--- src/rtl/conv_acc_pkg.sv ---
// ============================================================================
//  Module      : conv_acc_pkg
//  Description : Shared types, constants and count helpers for the pooling
//                I/O controller, plus the SRAM write-request encodings.
//  Revision    : 1.0 - initial release
// ============================================================================
`default_nettype none

`ifndef WRITE_ENB
`define WRITE_ENB 1'b1
`endif
`ifndef WRITE_DIS
`define WRITE_DIS 1'b0
`endif

package conv_acc_pkg;

    typedef enum logic [2:0] {
        ST_IDLE  = 3'd0,
        ST_PARAM = 3'd1,
        ST_INPUT = 3'd2,
        ST_START = 3'd3,
        ST_WAIT  = 3'd4,
        ST_DRAIN = 3'd5,
        ST_DONE  = 3'd6
    } pool_state_t;

    localparam int unsigned DATA_W                = 32;
    localparam int unsigned COUNT_W               = 20;
    localparam int unsigned PARAM_WORDS           = 4;
    localparam int unsigned PARAM_IDX_NUM_ROW     = 0;
    localparam int unsigned PARAM_IDX_NUM_CHANNEL = 1;
    localparam int unsigned PARAM_IDX_RESERVED    = 2;
    localparam int unsigned PARAM_IDX_KERNEL      = 3;
    localparam int unsigned DEFAULT_OUT_COUNT     = 20;

    function automatic logic [COUNT_W-1:0] calc_in_count(
        input logic [5:0] num_row,
        input logic [7:0] num_channel
    );
        logic [11:0] w_sq;
        w_sq = 12'(num_row) * 12'(num_row);
        return COUNT_W'(w_sq) * COUNT_W'(num_channel);
    endfunction

    // Only a 2x2 kernel shrinks the map; every other kernel drains a fixed block.
    function automatic logic [COUNT_W-1:0] calc_out_count(
        input logic [5:0]  num_row,
        input logic [7:0]  num_channel,
        input logic [31:0] kernel_size
    );
        logic [11:0] w_sq;
        w_sq = 12'(num_row) * 12'(num_row);
        if (kernel_size == 32'd2)
            return COUNT_W'(w_sq >> 2) * COUNT_W'(num_channel);
        else
            return COUNT_W'(DEFAULT_OUT_COUNT);
    endfunction

endpackage

`default_nettype wire

--- src/rtl/sp_ram_intf.sv ---
// ============================================================================
//  Module      : sp_ram_intf
//  Description : Single-port SRAM access bundle; read data is valid one
//                cycle after cs+addr.
//  Revision    : 1.0 - initial release
// ============================================================================
`default_nettype none

interface sp_ram_intf;
    logic        cs;
    logic        oe;
    logic        W_req;
    logic [31:0] addr;
    logic [31:0] W_data;
    logic [31:0] R_data;

    modport compute (output cs, oe, W_req, addr, W_data, input R_data);
    modport memory  (input cs, oe, W_req, addr, W_data, output R_data);
endinterface

`default_nettype wire

--- src/rtl/rd_skid_fifo.sv ---
// ============================================================================
//  Module      : rd_skid_fifo
//  Description : Two-entry FIFO catching SRAM read returns while the host
//                read stream is stalled.
//  Revision    : 1.0 - initial release
// ============================================================================
`default_nettype none

module rd_skid_fifo #(
    parameter int WIDTH = 32
) (
    input  wire              clk,
    input  wire              rst,
    input  wire              push,
    input  wire  [WIDTH-1:0] push_data,
    input  wire              pop,
    output logic [WIDTH-1:0] pop_data,
    output logic [1:0]       count
);

    logic [WIDTH-1:0] r_mem [0:1];
    logic             r_wr_ptr;
    logic             r_rd_ptr;
    logic [1:0]       r_count;
    logic             w_push;
    logic             w_pop;

    assign w_push   = push && (r_count != 2'd2);
    assign w_pop    = pop  && (r_count != 2'd0);
    assign pop_data = r_mem[r_rd_ptr];
    assign count    = r_count;

    always_ff @(posedge clk) begin
        if (rst) begin
            r_mem[0] <= '0;
            r_mem[1] <= '0;
            r_wr_ptr <= 1'b0;
            r_rd_ptr <= 1'b0;
            r_count  <= 2'd0;
        end else begin
            if (w_push) begin
                r_mem[r_wr_ptr] <= push_data;
                r_wr_ptr        <= ~r_wr_ptr;
            end
            if (w_pop)
                r_rd_ptr <= ~r_rd_ptr;
            case ({w_push, w_pop})
                2'b10:   r_count <= r_count + 2'd1;
                2'b01:   r_count <= r_count - 2'd1;
                default: r_count <= r_count;
            endcase
        end
    end

endmodule

`default_nettype wire

--- src/rtl/pool_io_ctrl.sv ---
// ============================================================================
//  Module      : pool_io_ctrl
//  Description : Loads parameters and input map into SRAM, kicks the pooling
//                engine, then streams the output SRAM back to the host.
//  Revision    : 1.0 - initial release
// ============================================================================
`default_nettype none

module pool_io_ctrl
    import conv_acc_pkg::*;
(
    input  wire         clk,
    input  wire         rst,
    input  wire         cmd_start,
    output logic        cmd_busy,
    output logic        cmd_done,
    output logic        cmd_err,
    input  wire         in_valid,
    output logic        in_ready,
    input  wire  [31:0] in_data,
    input  wire         in_last,
    output logic        out_valid,
    input  wire         out_ready,
    output logic [31:0] out_data,
    output logic        out_last,
    output logic        eng_start,
    input  wire         eng_finish,
    output logic        mem_own,
    sp_ram_intf.compute param_intf,
    sp_ram_intf.compute input_intf,
    sp_ram_intf.compute output_intf
);

    localparam logic [COUNT_W-1:0] c_param_last = COUNT_W'(PARAM_WORDS - 1);
    localparam logic [COUNT_W-1:0] c_one        = COUNT_W'(1);

    pool_state_t        r_state;
    pool_state_t        w_state_nxt;
    logic [COUNT_W-1:0] r_cnt;
    logic [COUNT_W-1:0] r_rd_cnt;
    logic [COUNT_W-1:0] r_pop_cnt;
    logic [5:0]         r_num_row;
    logic [7:0]         r_num_channel;
    logic [31:0]        r_kernel_size;
    logic               r_err;
    logic               r_rd_pending;
    logic [COUNT_W-1:0] w_in_count;
    logic [COUNT_W-1:0] w_out_count;
    logic               w_accept;
    logic               w_is_final;
    logic               w_rd_issue;
    logic               w_pop;
    logic [1:0]         w_fifo_count;
    logic [31:0]        w_fifo_data;
    logic               w_param_wr;
    logic               w_input_wr;
    logic               w_unused;

    assign w_in_count  = calc_in_count(r_num_row, r_num_channel);
    assign w_out_count = calc_out_count(r_num_row, r_num_channel, r_kernel_size);

    assign in_ready   = (r_state == ST_PARAM) || (r_state == ST_INPUT);
    assign w_accept   = in_ready && in_valid;
    assign w_param_wr = w_accept && (r_state == ST_PARAM);
    assign w_input_wr = w_accept && (r_state == ST_INPUT);

    // The final host word is the last INPUT word, or PARAM word 3 when there is no input.
    always_comb begin
        w_is_final = 1'b0;
        if (r_state == ST_PARAM)
            w_is_final = (r_cnt == c_param_last) && (w_in_count == '0);
        else if (r_state == ST_INPUT)
            w_is_final = (r_cnt == w_in_count - c_one);
    end

    // Returns in flight count against FIFO space so a push never finds it full.
    assign w_rd_issue = (r_state == ST_DRAIN) && (r_rd_cnt < w_out_count) &&
                        ((w_fifo_count + {1'b0, r_rd_pending}) < 2'd2);
    assign out_valid  = (w_fifo_count != 2'd0);
    assign w_pop      = out_valid && out_ready;
    assign out_last   = out_valid && (r_pop_cnt == w_out_count - c_one);
    assign out_data   = w_fifo_data;

    assign cmd_busy  = (r_state != ST_IDLE);
    assign cmd_done  = (r_state == ST_DONE);
    assign cmd_err   = r_err;
    assign eng_start = (r_state == ST_START);
    assign mem_own   = !((r_state == ST_START) || (r_state == ST_WAIT));

    always_comb begin
        w_state_nxt = r_state;
        case (r_state)
            ST_IDLE:  if (cmd_start) w_state_nxt = ST_PARAM;
            ST_PARAM: if (w_accept && (r_cnt == c_param_last))
                          w_state_nxt = (w_in_count == '0) ? ST_START : ST_INPUT;
            ST_INPUT: if (w_accept && w_is_final) w_state_nxt = ST_START;
            ST_START: w_state_nxt = ST_WAIT;
            ST_WAIT:  if (eng_finish) w_state_nxt = ST_DRAIN;
            ST_DRAIN: if ((w_out_count == '0) || (w_pop && out_last))
                          w_state_nxt = ST_DONE;
            ST_DONE:  w_state_nxt = ST_IDLE;
            default:  w_state_nxt = ST_IDLE;
        endcase
    end

    always_ff @(posedge clk) begin
        if (rst) begin
            r_state       <= ST_IDLE;
            r_cnt         <= '0;
            r_rd_cnt      <= '0;
            r_pop_cnt     <= '0;
            r_num_row     <= '0;
            r_num_channel <= '0;
            r_kernel_size <= '0;
            r_err         <= 1'b0;
            r_rd_pending  <= 1'b0;
        end else begin
            r_state      <= w_state_nxt;
            r_rd_pending <= w_rd_issue;

            if (r_state != w_state_nxt)
                r_cnt <= '0;
            else if (w_accept)
                r_cnt <= r_cnt + c_one;

            if (r_state == ST_IDLE) begin
                r_rd_cnt  <= '0;
                r_pop_cnt <= '0;
            end else begin
                if (w_rd_issue) r_rd_cnt  <= r_rd_cnt + c_one;
                if (w_pop)      r_pop_cnt <= r_pop_cnt + c_one;
            end

            if (w_param_wr) begin
                if (r_cnt == COUNT_W'(PARAM_IDX_NUM_ROW))     r_num_row     <= in_data[5:0];
                if (r_cnt == COUNT_W'(PARAM_IDX_NUM_CHANNEL)) r_num_channel <= in_data[7:0];
                if (r_cnt == COUNT_W'(PARAM_IDX_KERNEL))      r_kernel_size <= in_data;
            end

            if ((r_state == ST_IDLE) && cmd_start)
                r_err <= 1'b0;
            else if (w_accept && (in_last != w_is_final))
                r_err <= 1'b1;
        end
    end

    rd_skid_fifo #(.WIDTH(DATA_W)) u_rd_fifo (
        .clk       (clk),
        .rst       (rst),
        .push      (r_rd_pending),
        .push_data (output_intf.R_data),
        .pop       (w_pop),
        .pop_data  (w_fifo_data),
        .count     (w_fifo_count)
    );

    assign param_intf.cs     = w_param_wr;
    assign param_intf.oe     = 1'b1;
    assign param_intf.W_req  = w_param_wr ? `WRITE_ENB : `WRITE_DIS;
    assign param_intf.addr   = w_param_wr ? 32'(r_cnt) : 32'd0;
    assign param_intf.W_data = w_param_wr ? in_data : 32'd0;

    assign input_intf.cs     = w_input_wr;
    assign input_intf.oe     = 1'b1;
    assign input_intf.W_req  = w_input_wr ? `WRITE_ENB : `WRITE_DIS;
    assign input_intf.addr   = w_input_wr ? 32'(r_cnt) : 32'd0;
    assign input_intf.W_data = w_input_wr ? in_data : 32'd0;

    assign output_intf.cs     = w_rd_issue;
    assign output_intf.oe     = 1'b1;
    assign output_intf.W_req  = `WRITE_DIS;
    assign output_intf.addr   = w_rd_issue ? 32'(r_rd_cnt) : 32'd0;
    assign output_intf.W_data = 32'd0;

    assign w_unused = ^{param_intf.R_data, input_intf.R_data};

endmodule

`default_nettype wire

--- src/flat_wrapper.sv ---
// flat-port wrapper written by rule: the top's interface ports become plain ports
module pool_io_ctrl_flat import conv_acc_pkg::*;
  (clk, rst, cmd_start, cmd_busy, cmd_done, cmd_err, in_valid, in_ready, in_data, in_last, out_valid, out_ready, out_data, out_last, eng_start, eng_finish, mem_own, param_intf_cs, param_intf_oe, param_intf_W_req, param_intf_addr, param_intf_W_data, param_intf_R_data, input_intf_cs, input_intf_oe, input_intf_W_req, input_intf_addr, input_intf_W_data, input_intf_R_data, output_intf_cs, output_intf_oe, output_intf_W_req, output_intf_addr, output_intf_W_data, output_intf_R_data);
  sp_ram_intf param_intf_i ();
  sp_ram_intf input_intf_i ();
  sp_ram_intf output_intf_i ();
  input  wire clk;
  input  wire rst;
  input  wire cmd_start;
  output logic cmd_busy;
  output logic cmd_done;
  output logic cmd_err;
  input  wire in_valid;
  output logic in_ready;
  input  wire  [31:0] in_data;
  input  wire in_last;
  output logic out_valid;
  input  wire out_ready;
  output logic [31:0] out_data;
  output logic out_last;
  output logic eng_start;
  input  wire eng_finish;
  output logic mem_own;
  output wire logic [$bits(param_intf_i.cs)-1:0] param_intf_cs;
  output wire logic [$bits(param_intf_i.oe)-1:0] param_intf_oe;
  output wire logic [$bits(param_intf_i.W_req)-1:0] param_intf_W_req;
  output wire logic [$bits(param_intf_i.addr)-1:0] param_intf_addr;
  output wire logic [$bits(param_intf_i.W_data)-1:0] param_intf_W_data;
  input wire logic [$bits(param_intf_i.R_data)-1:0] param_intf_R_data;
  output wire logic [$bits(input_intf_i.cs)-1:0] input_intf_cs;
  output wire logic [$bits(input_intf_i.oe)-1:0] input_intf_oe;
  output wire logic [$bits(input_intf_i.W_req)-1:0] input_intf_W_req;
  output wire logic [$bits(input_intf_i.addr)-1:0] input_intf_addr;
  output wire logic [$bits(input_intf_i.W_data)-1:0] input_intf_W_data;
  input wire logic [$bits(input_intf_i.R_data)-1:0] input_intf_R_data;
  output wire logic [$bits(output_intf_i.cs)-1:0] output_intf_cs;
  output wire logic [$bits(output_intf_i.oe)-1:0] output_intf_oe;
  output wire logic [$bits(output_intf_i.W_req)-1:0] output_intf_W_req;
  output wire logic [$bits(output_intf_i.addr)-1:0] output_intf_addr;
  output wire logic [$bits(output_intf_i.W_data)-1:0] output_intf_W_data;
  input wire logic [$bits(output_intf_i.R_data)-1:0] output_intf_R_data;
  assign param_intf_cs = param_intf_i.cs;
  assign param_intf_oe = param_intf_i.oe;
  assign param_intf_W_req = param_intf_i.W_req;
  assign param_intf_addr = param_intf_i.addr;
  assign param_intf_W_data = param_intf_i.W_data;
  assign param_intf_i.R_data = param_intf_R_data;
  assign input_intf_cs = input_intf_i.cs;
  assign input_intf_oe = input_intf_i.oe;
  assign input_intf_W_req = input_intf_i.W_req;
  assign input_intf_addr = input_intf_i.addr;
  assign input_intf_W_data = input_intf_i.W_data;
  assign input_intf_i.R_data = input_intf_R_data;
  assign output_intf_cs = output_intf_i.cs;
  assign output_intf_oe = output_intf_i.oe;
  assign output_intf_W_req = output_intf_i.W_req;
  assign output_intf_addr = output_intf_i.addr;
  assign output_intf_W_data = output_intf_i.W_data;
  assign output_intf_i.R_data = output_intf_R_data;
  pool_io_ctrl u_core (.clk(clk), .rst(rst), .cmd_start(cmd_start), .cmd_busy(cmd_busy), .cmd_done(cmd_done), .cmd_err(cmd_err), .in_valid(in_valid), .in_ready(in_ready), .in_data(in_data), .in_last(in_last), .out_valid(out_valid), .out_ready(out_ready), .out_data(out_data), .out_last(out_last), .eng_start(eng_start), .eng_finish(eng_finish), .mem_own(mem_own), .param_intf(param_intf_i), .input_intf(input_intf_i), .output_intf(output_intf_i));
endmodule
--- config.mk ---
export PLATFORM = sky130hd
export DESIGN_NAME = pool_io_ctrl_flat
export DESIGN_NICKNAME = d
export VERILOG_FILES = /design/src/rtl/conv_acc_pkg.sv /design/src/rtl/sp_ram_intf.sv /design/src/rtl/rd_skid_fifo.sv /design/src/rtl/pool_io_ctrl.sv /design/src/flat_wrapper.sv
export SDC_FILE = /design/constraint.sdc
export NUM_CORES = 1
export LEC_CHECK = 0
export BUFFER_PORTS_ARGS = -buffer_cell sky130_fd_sc_hd__buf_2
export CORE_ASPECT_RATIO = 0.8
export CORE_UTILIZATION = 40
export DETAILED_ROUTE_END_ITERATION = 16
export PLACE_DENSITY = 0.77
export SLEW_MARGIN = 0
export SYNTH_ARGS = -nofsm -noshare
export SYNTH_HDL_FRONTEND = slang
export SYNTH_HIERARCHICAL = 1
export SYNTH_SLANG_ARGS = --single-unit
--- constraint.sdc ---
create_clock -name clk -period 9.2 [get_ports clk]
set_input_delay 0.92 -clock clk [delete_from_list [all_inputs] [get_ports clk]]
set_output_delay 0.92 -clock clk [all_outputs]
set_load 0.02 [all_outputs]
==> flow_summary.html <==
<table>
<tr><th>Metric</th><th>Value</th></tr>
<tr><th colspan="2">Cells and area</th></tr>
<tr><td>Final cell area excluding filler cells</td><td>a little under 0.02 mm2</td></tr>
<tr><td>Fraction of final layout cells with drive strength greater than 1</td><td>0.265</td></tr>
<tr><td>Total number of nets in the final design</td><td>around 2500</td></tr>
<tr><td>Non-filler instance count after layout</td><td>2723</td></tr>
<tr><td>Area added between synthesis and finish</td><td>22.6%</td></tr>
<tr><th colspan="2">Detailed routing</th></tr>
<tr><td>Per-cell via count in the routed design</td><td>5.26</td></tr>
<tr><td>Number of design rule violations left after detail routing</td><td>0</td></tr>
<tr><td>Routed length per placed instance</td><td>around 17 um</td></tr>
<tr><td>Total Routed Length</td><td>46000 um</td></tr>
<tr><td>Count of routing violations after the opening detailed-route iteration</td><td>1090</td></tr>
<tr><td>Vias after detailed routing</td><td>roughly 14000</td></tr>
<tr><td>Router iterations before antenna repair</td><td>5</td></tr>
<tr><td>Routed Antenna Nets</td><td>0</td></tr>
<tr><th colspan="2">Critical path</th></tr>
<tr><td>Cell depth of the worst flop-to-flop path</td><td>34</td></tr>
<tr><td>Setup crit end kind</td><td>primary output</td></tr>
<tr><td>Highest-delay cell along the critical path</td><td>fa_1</td></tr>
<tr><td>Longest individual stage delay on the worst path</td><td>approximately 570 ps</td></tr>
<tr><td>Endpoint of the most critical register-to-register path</td><td>u_core/r_cnt[13]</td></tr>
<tr><td>Startpoint types</td><td>register</td></tr>
<tr><td>End point of the critical path</td><td>output_intf_addr[8]</td></tr>
<tr><td>Endpoint required time on the critical path</td><td>a little over 8000 ps</td></tr>
<tr><td>Data arrival at the endpoint of the critical path</td><td>around 8800 ps</td></tr>
<tr><td>Startpoint of the most critical setup path</td><td>u_core/r_num_row[1]</td></tr>
<tr><td>Class of the most critical setup path</td><td>reg2out</td></tr>
<tr><td>Crit Path Max Fanout</td><td>5</td></tr>
<tr><td>Crit path top cell by count</td><td>fa_1</td></tr>
<tr><td>Reg2Reg Setup Slack</td><td>~180 ps</td></tr>
<tr><td>Critical register-to-register path startpoint</td><td>u_core/r_num_row[1]</td></tr>
<tr><th colspan="2">STA</th></tr>
<tr><td>Final setup violation count</td><td>20</td></tr>
<tr><td>RSZ-0062 raised after global routing</td><td>true</td></tr>
<tr><td>Pin slew with the least headroom to its limit</td><td>1170 ps</td></tr>
<tr><td>Max-slew violations</td><td>0</td></tr>
<tr><td>Fin Clk Skew</td><td>between 15 and 20 ps</td></tr>
<tr><td>Share of the clock period used by the worst path</td><td>1.05</td></tr>
<tr><td>Number of failing hold endpoints at the final stage</td><td>0</td></tr>
<tr><td>Final critical path time including I/O delays and setup</td><td>9670 ps</td></tr>
<tr><td>Accumulated negative setup slack</td><td>-8920 ps</td></tr>
<tr><td>Final setup slack of the worst path</td><td>-466 ps</td></tr>
<tr><td>Max Freq</td><td>~0.10 GHz</td></tr>
<tr><td>Max transition margin</td><td>0.216</td></tr>
<tr><th colspan="2">Yosys</th></tr>
<tr><td>Gate count of the mapped netlist</td><td>between 1500 and 2000</td></tr>
<tr><td>Fraction of synthesized area in multiplexers</td><td>0.0397</td></tr>
<tr><td>Mean area per synthesized cell</td><td>around 8.5 um2</td></tr>
<tr><td>Area fraction in compound gates after synthesis</td><td>0.103</td></tr>
<tr><td>YS warnings</td><td>6</td></tr>
<tr><td>Synth Cell Area</td><td>around 0.016 mm2</td></tr>
<tr><td>Combinational family with the most area after synthesis</td><td>simple AND/OR/NAND/NOR gates</td></tr>
<tr><td>Simple-gate portion of the synthesized area</td><td>0.264</td></tr>
<tr><td>Fraction of the mapped netlist area in adder cells</td><td>0.162</td></tr>
<tr><td>Seq/Total Area, Yosys</td><td>0.265</td></tr>
<tr><td>Fraction of synthesis flops using an asynchronous set or reset pin</td><td>0</td></tr>
<tr><td>Leading register cell type out of synthesis</td><td>dfxtp_1</td></tr>
<tr><td>Register bit total from synthesis</td><td>180</td></tr>
<tr><td>Number of enable-type register cells in the synthesized netlist</td><td>64</td></tr>
<tr><td>Post-synthesis xor/xnor area fraction</td><td>0.0732</td></tr>
<tr><td>Number of distinct library cells after synthesis</td><td>89</td></tr>
<tr><th colspan="2">Global routing</th></tr>
<tr><td>Global-route wire length before repair</td><td>roughly 73000 um</td></tr>
<tr><td>Number of antenna violations at the first check in global routing</td><td>2</td></tr>
<tr><td>GRT Resource Usage Total</td><td>0.225</td></tr>
<tr><td>Sum of overflow across all layers after global routing</td><td>0</td></tr>
<tr><td>Maximum number of pins on one net before global-route repair</td><td>81</td></tr>
<tr><td>Number of global-route vias before repair</td><td>14200</td></tr>
<tr><th colspan="2">Status</th></tr>
<tr><td>Run status</td><td>complete, but fails checks</td></tr>
<tr><td>Failing checks</td><td>setup timing</td></tr>
<tr><th colspan="2">Placement</th></tr>
<tr><td>Area post-placement</td><td>roughly 0.018 mm2</td></tr>
<tr><td>Pre-CTS WS</td><td>-426 ps</td></tr>
<tr><td>Weighted congestion reported at the end of routability-driven placement</td><td>a little under 1</td></tr>
<tr><td># port buffers</td><td>237</td></tr>
<tr><td>Placed wire-length estimate</td><td>33500 um</td></tr>
<tr><td>Cell total after placement</td><td>approximately 2700</td></tr>
<tr><th colspan="2">Die</th></tr>
<tr><td>I/O pin count</td><td>between 300 and 400</td></tr>
<tr><td>Number of core rows</td><td>65</td></tr>
<tr><td>Die Ht</td><td>181 um</td></tr>
<tr><td>Die width</td><td>~230 um</td></tr>
<tr><td>Die area</td><td>0.0409 mm2</td></tr>
<tr><td>Core area</td><td>between 0.03 and 0.04 mm2</td></tr>
<tr><td>Starting utilization of the core area</td><td>0.407</td></tr>
<tr><th colspan="2">Pwr</th></tr>
<tr><td>Static power due to leakage</td><td>approximately 9 nW</td></tr>
<tr><td>Total power of the final layout</td><td>0.00172 W</td></tr>
<tr><td>Relative contribution of combinational cells to total power</td><td>0.089</td></tr>
<tr><td>Power density over the cells</td><td>roughly 90 mW/mm2</td></tr>
<tr><td>Share of total power in sequential cells</td><td>0.487</td></tr>
<tr><td>Sw frac</td><td>0.275</td></tr>
<tr><td>Share of power burned in the clock network</td><td>0.423</td></tr>
<tr><td>Net switching power</td><td>0.000475 W</td></tr>
<tr><td>P_int</td><td>0.00125 W</td></tr>
<tr><td>VDD IR-drop max</td><td>roughly 110 uV</td></tr>
<tr><th colspan="2">Clocking</th></tr>
<tr><td>Clk_lat worst skew</td><td>between 400 and 500 ps</td></tr>
<tr><td>CTS buffer count</td><td>17</td></tr>
<tr><td>CTS clk-pin slew, worst paths</td><td>approximately 70 ps</td></tr>
<tr><td>Num Clock Sinks</td><td>180</td></tr>
<tr><td>Clock tree from TritonCTS</td><td>done</td></tr>
<tr><td>Maximum buffer depth of the clock tree</td><td>2</td></tr>
<tr><td>Root Buffer</td><td>clkbuf_16</td></tr>
<tr><td>Htree depth</td><td>4</td></tr>
<tr><td>Hold Buf Count CTS</td><td>0</td></tr>
<tr><th colspan="2">Run</th></tr>
<tr><td>Max-capacitance violation count</td><td>0</td></tr>
<tr><th colspan="2">Hold path</th></tr>
<tr><td>HP Class</td><td>reg2reg</td></tr>
<tr><td>Cell count of the worst hold path</td><td>2</td></tr>
</table>
## how the worst min path moves through the flow
stage	startpoint	end	slack, ps
after global routing	u_core/r_kernel_size[5]	u_core/r_kernel_size[5]	480
after detailed placement	u_core/r_rd_cnt[19]	u_core/r_rd_cnt[19]	440
after global placement	u_core/r_rd_cnt[19]	u_core/r_rd_cnt[19]	430
after floorplan	u_core/r_rd_cnt[19]	u_core/r_rd_cnt[19]	420
after CTS	u_core/r_kernel_size[10]	u_core/r_kernel_size[10]	460
final	u_core/r_kernel_size[10]	u_core/r_kernel_size[10]	460
## worst max-delay path: cells and delay by family, from the launching register on
| kind | cells | cell delay (ps) |
|---|---|---|
| adder cells (fa/ha/maj) | 9 | 3860 |
| flip-flops | 1 | 370 |
| AO/OA/AOI/OAI | 6 | 1560 |
| XOR/XNOR | 3 | 490 |
| AND/OR/NAND/NOR | 8 | 1210 |
| buffers and inverters | 7 | 770 |
## repair_timing
action | CTS | global route
endpoints found under the setup margin | 42 | 41
resized for setup | 134 | 22
pin swaps | 44 | 34
gates cloned | 2 | 1
setup buffers | 17 | 8
## synthesized netlist by cell type (all sizes together), types with 6 or more instances
library cell    n  share of area
nor3           29         0.0097
o21a           12         0.0056
a31oi          12         0.0051
and4            9         0.0049
nand2b         45          0.018
xnor2          64          0.035
o211ai          7         0.0033
nand3          22         0.0076
nand4          33          0.013
and3           77          0.030
inv           120          0.028
dfxtp         116           0.14
buf            98          0.045
nor2b          10         0.0039
or2             7         0.0027
fa             69          0.086
mux2i          25          0.016
a21oi          84          0.026
a21o           10         0.0047
a211oi          6         0.0028
clkbuf         84          0.020
xor2           65          0.035
o31ai          25          0.012
or3            37          0.014
nor2          167          0.039
nand2         179          0.042
nor3b           6         0.0031
o21ai          34          0.011
and2          142          0.055
mux2           34          0.024
a2111oi         7         0.0066
or4             6         0.0030
edfxtp         64           0.12
ha             97          0.076
nor4           22         0.0099
## through the flow
stage                     hold WS (ps)  utilization
after floorplan                    422            -
after CTS                          457        0.495
after global placement             432        0.459
final                              457        0.499
after global routing               479        0.499
after detailed placement           437        0.459
## registers in the layout (all words and copies together) (netlist names), 2 cells and up, named ones only
register / count
u_core/r_cnt: 20
u_core/r_kernel_size: 32
u_core/r_num_channel: 8
u_core/r_num_row: 6
u_core/r_pop_cnt: 20
u_core/r_rd_cnt: 20
u_core/r_state: 3
u_core/u_rd_fifo/count: 2
u_core/u_rd_fifo/r_mem: 64
## power groups by stage
stage	clock [W]	combinational, W	sequential (W)
global placement	0	0.000146	0.000857
global route	0.000772	0.000166	0.000841
detailed placement	0	0.000149	0.000858
CTS	0.000744	0.000152	0.000840
finish	0.000730	0.000154	0.000840
floorplan	0	0.000122	0.000856
## layout by cell type, fill, tap and decap left out, types with 26 or more instances in the layout
cell type and n:
nand2b_1 44, conb_1 74, edfxtp_1 64, xnor2_1 58
and3_1 76, buf_4 133, ha_1 81, or3_1 36
xor2_1 64, mux2_2 31, nand2_1 174, o21ai_0 26
nand4_1 33, a21oi_1 71, nor2_1 164, and2_1 123
buf_2 217, inv_1 112, fa_1 68, dfxtp_1 110
## logic make-up after synthesis
family	count (synthesis)
adder cells (fa/ha/maj)	166
XOR/XNOR	131
other	2
flip-flops	180
AND/OR/NAND/NOR	804
multiplexers	59
AO/OA/AOI/OAI	243
buffers and inverters	302
## cell type report
type	instances	area, um2
Tap cell	536	671
Fill cell	3629	19800
Timing Repair Buffer	377	2430
Inverter	120	450
Clock inverter	14	153
Multi-Input combinational cell	1477	11300
Clock buffer	18	439
Sequential cell	180	4250
Antenna cell	1	2.50
## layer usage
| metal | vias up | global-route usage | share of wire |
|---|---|---|---|
| met1 | 6863 | 0.298 | 0.44 |
| met3 | 68 | 0.0342 | 0.062 |
| li1 | 6850 | - | - |
| met4 | 0 | 0.0751 | 0.025 |
| met2 | 532 | 0.374 | 0.47 |
| met5 | - | 0 | 0 |
Note: power is estimated with default switching activity, not from simulation.
